### src/rtl/sevenseg_scan_ctrl.sv
// Eight-digit seven-segment scan controller: a valid/ready load interface, a sequential
// double-dabble binary-to-BCD engine, and a registered anode/segment scan with leading-zero blanking.
module sevenseg_scan_ctrl #(
   parameter int REFRESH_BITS = 16,
   parameter bit ZERO_BLANK   = 1'b1
) (
   input  logic        clk,
   input  logic        rst,
   input  logic        load_valid,
   input  logic [26:0] load_value,
   output logic        load_ready,
   output logic [6:0]  a_to_g,
   output logic [7:0]  an,
   output logic        dp
);

   localparam logic [26:0] MAX_DISP = 27'd99_999_999;

   typedef enum logic [1:0] {IDLE, CONVERT, COMMIT} state_t;

   state_t                  state, state_nx;
   logic [31:0]             shadow, shadow_adj, disp;
   logic [26:0]             val;
   logic [4:0]              bitcnt;
   logic                    ovf, ovf_disp;
   logic                    hs, too_big;
   logic [REFRESH_BITS-1:0] rcnt;
   logic [2:0]              idx;
   logic [7:0]              upper_zero;
   logic [3:0]              nib;
   logic [6:0]              glyph;

   assign dp      = 1'b1;
   assign hs      = load_valid & load_ready;
   assign too_big = (load_value > MAX_DISP);

   always_ff @(posedge clk or posedge rst) begin
      if (rst) state <= IDLE;
      else     state <= state_nx;
   end

   always_comb begin
      state_nx   = state;
      load_ready = 1'b0;
      case (state)
         IDLE: begin
            load_ready = 1'b1;
            if (load_valid) state_nx = too_big ? COMMIT : CONVERT;
         end
         CONVERT: if (bitcnt == 5'd1) state_nx = COMMIT;
         COMMIT:  state_nx = IDLE;
         default: state_nx = IDLE;
      endcase
   end

   // Double-dabble correction: any BCD nibble >= 5 gets +3 before the shift
   for (genvar g = 0; g < 8; g++) begin : g_adj
      assign shadow_adj[g*4 +: 4] = (shadow[g*4 +: 4] >= 4'd5) ? shadow[g*4 +: 4] + 4'd3
                                                                : shadow[g*4 +: 4];
      assign upper_zero[g] = (disp[31:g*4] == '0);
   end

   always_ff @(posedge clk or posedge rst) begin
      if (rst) begin
         shadow   <= '0;
         val      <= '0;
         bitcnt   <= '0;
         ovf      <= 1'b0;
         disp     <= '0;
         ovf_disp <= 1'b0;
      end else begin
         case (state)
            IDLE: if (hs) begin
               shadow <= '0;
               val    <= load_value;
               bitcnt <= 5'd27;
               ovf    <= too_big;
            end
            CONVERT: begin
               shadow <= {shadow_adj[30:0], val[26]};
               val    <= {val[25:0], 1'b0};
               bitcnt <= bitcnt - 5'd1;
            end
            COMMIT: begin
               disp     <= shadow;
               ovf_disp <= ovf;
            end
            default: ;
         endcase
      end
   end

   assign idx = rcnt[REFRESH_BITS-1 -: 3];
   assign nib = disp[{idx, 2'b00} +: 4];

   always_comb begin
      glyph = 7'b1111111;
      if (ovf_disp)
         glyph = 7'b1111110;
      else if (ZERO_BLANK && (idx != 3'd0) && upper_zero[idx])
         glyph = 7'b1111111;
      else begin
         case (nib)
            4'd0:    glyph = 7'b0000001;
            4'd1:    glyph = 7'b1001111;
            4'd2:    glyph = 7'b0010010;
            4'd3:    glyph = 7'b0000110;
            4'd4:    glyph = 7'b1001100;
            4'd5:    glyph = 7'b0100100;
            4'd6:    glyph = 7'b0100000;
            4'd7:    glyph = 7'b0001111;
            4'd8:    glyph = 7'b0000000;
            4'd9:    glyph = 7'b0000100;
            default: glyph = 7'b1111111;
         endcase
      end
   end

   // Anode and segments are registered together so both switch on the same edge
   always_ff @(posedge clk or posedge rst) begin
      if (rst) begin
         rcnt   <= '0;
         an     <= 8'hFF;
         a_to_g <= 7'b1111111;
      end else begin
         rcnt   <= rcnt + 1'b1;
         an     <= ~(8'b1 << idx);
         a_to_g <= glyph;
      end
   end

endmodule

### config.mk
export PLATFORM = sky130hd
export DESIGN_NAME = sevenseg_scan_ctrl
export DESIGN_NICKNAME = d
export VERILOG_FILES = /design/src/rtl/sevenseg_scan_ctrl.sv
export SDC_FILE = /design/constraint.sdc
export NUM_CORES = 1
export LEC_CHECK = 0
export BUFFER_PORTS_ARGS = -buffer_cell sky130_fd_sc_hd__buf_2
export CORE_MARGIN = 2
export CORE_UTILIZATION = 40
export DETAILED_ROUTE_END_ITERATION = 8
export PLACE_DENSITY_LB_ADDON = 0.08
export RECOVER_POWER = 50
export SYNTH_ARGS = -nofsm -noshare
export SYNTH_HDL_FRONTEND = slang
export SYNTH_SLANG_ARGS = --single-unit
### constraint.sdc
create_clock -name clk -period 5.4 [get_ports clk]
set_input_delay 0.81 -clock clk [delete_from_list [all_inputs] [get_ports clk]]
set_output_delay 0.81 -clock clk [all_outputs]
set_load 0.05 [all_outputs]
==> metrics.cfg <==
[clocking]
cts_setup_buffers=0
ctsResizeCount=0
cts_hold_buf=0
cts.sinks=131
cts-buffers-inserted=17
clkLatencyLatePin_ps=420
cts_buffer_depth=2
cts-root-buf=clkbuf_16
cts.clk_slew.worst_paths_ps=60
cts-htree-levels=4
cts_tree=done

[synth]
synth_area_leaders=dfrtp_1 (46%), dfstp_2 (6.2%), nand2_1 (5.1%)
synth_top_area_share_pct=45.6
synth.distinct_cells=52
yosysTopAreaCell=dfrtp_1
synth-edff-count=0
seq_area_frac_synth_pct=51.8
ys_seq_elements=131
synthArstFlopShare_pct=100
yosys-top-cells-count=dfrtp_1 (116), nand2_1 (86), o21ai_0 (46)
synth_cells=621
ys_warn_count=0
netlist_area_um2=6370
syn-num-nets=676
yosysMostFrequentCell=dfrtp_1
synth_area_per_cell_um2=10.3
synth-main-ff-cell=dfrtp_1

[critical_path]
worstSetupPathType=in2async
r2r-start=state[0]
crit_start=rst
worst-r2r-cell-count=3
regToRegEndpoint=disp[22]
reg2reg_slack_ps=2500
required_ps=5890
crit_path_end_kind=asynchronous set/reset pin
cp_max_fo=82
cp.arrival_ps=3720
cp-start-kind=primary input

[sta]
worstMarginPinSlew_ps=3500
rsz0062_at_grt=false
setup_tns_ps=0
fin_crit_sh_pct=59.9
slew_viol_final=133
hold_viol_final=0
setup_viol=0
fin_ws_ps=2170
max_freq_mhz=309
min_period_ps=3230
max_slew_margin_pct=-134
skew_ps=13.4

[layout]
insertedDiodeCount=0
fillers=1496
drive_gt1_share_pct=18.2
design_area_um2=7350
nNetsFinal=711
seq_area_um2=3300
area_growth_syn_to_layout_pct=15.4
multiInputGateArea_um2=2850

[die]
start_util_pct=40.5
boundaryPins=47
dieArea_um2=16900
rows=46
chipHeight_um=130
die_w_um=130
core_area_um2=15700

[run]
maxCapViolCount=2

[grt]
grt_max_degree=83
grt.total_usage_pct=17.8
grt.overflow.total=0
antenna_found_initial=0
grt_pass1_wl_um=23500
grt_pass1_vias=4592

[min_path]
hold_path_class=reg2reg
holdPathStages=1
whs_endpoint=a_to_g[0]
hold_start=ovf_disp

[run_status]
status=finished with violations
violations=max-capacitance violations, max-slew violations

[placement]
place_area_um2=6770
place_congestion=0.778
hpwl_um=8870
post-place-ws_ps=2660
io_buffers=45

[power]
total_power_mw=3.60
irDropWorstVdd_mv=0.318
p_leak_nw=3.28
p_per_area_nw_per_um2=490

[route]
wl_per_cell_um=15.2
ant_nets=0
drt-vias-per-instance=5.15
drt-total-wl_um=13500
drtIter0Drc=294
firstDrtPassIters=4
vias=4561
drc=0

## critical path: stages
cell	delay, ps
buf_2	100
clkinvlp_2	1960
buf_4	820
## placed cells by master, fill, tap and decap left out, types with 2 or more instances in the layout
cell       count
nand2_1       86
bufinv_16      3
nor2b_1       10
nor2_1        41
o21ai_0       46
inv_1         25
clkbuf_8       2
nor4_1         8
buf_2         45
o31ai_1        9
a22oi_1        7
o21ai_1        4
mux4_2         5
clkinv_2       3
clkbuf_16     17
nand3_1        9
a21oi_1       28
mux2i_1        5
clkbuf_1       8
dfstp_2       15
dfrtp_1      116
nor3b_1        3
or2_2          3
and3_1         4
o22ai_1       12
nor3_1         6
ha_1          25
a32o_1         8
o32ai_1        5
buf_4          2
xor2_1        11
xnor2_1       19
mux2_2        18
a31oi_1       22
a211oi_1       2
nand2b_1      14
nand4_1        2
## how the worst max path moves through the flow
stage                endpoint  slack (ps)  cells after the start
finish              shadow[7]        2170                      3
global route          val[26]        1490                      3
CTS                 a_to_g[6]        2620                      7
detailed placement  a_to_g[6]        2660                      7
global placement    a_to_g[6]        2720                      7
floorplan           bitcnt[0]        1120                      1
## where the power goes
part	switching, mW	internal (mW)
sequential	0.175	1.22
combinational	0.676	0.378
clock	0.409	0.748
## flip-flops by register name, summed over array words and instances, names as in the netlist
register and flops:
val 27, a_to_g 7, state 2, disp 32, an 8, bitcnt 5
ovf_disp 1, shadow 32, rcnt 16, ovf 1
## kinds of logic (layout without fill, tap and decap cells)
logic type,after synthesis,after routing,share of synthesized area [%]
other,1,1,0.0589
buffers and inverters,58,106,3.67
muxes,32,32,6.92
adders and majority gates,25,25,4.91
xor gates and xnor gates,30,30,4.13
AOI/OAI and AO/OA,150,150,14.5
and+or+nand+nor,194,194,14.0
DFF,131,131,51.8
## routing by layer
metal	routed length [µm]	up-vias	global-route usage (%)
li1	-	2253	-
met1	6430	2216	23.6
met2	6340	72	28.2
met3	524	20	5.41
met4	194	0	5.38
met5	0	-	0
## stage by stage
stage	cells	utilization, %	hold slack, ps
6_report	885	46.8	456
5_1_grt	885	46.8	478
4_1_cts	885	46.8	462
3_5_place_dp	853	43.1	454
3_3_place_gp	853	43.1	449
2_1_floorplan	621	-	400
## final cells by class
class | count | area share [%]
clock buffer | 26 | 6.52
multi-input combinational | 432 | 38.8
inverter | 26 | 1.35
timing repair buffer | 48 | 3.32
sequential | 131 | 44.9
tap | 216 | 3.68
clock inverter | 6 | 1.43
Power figures use the tool's default switching activity.
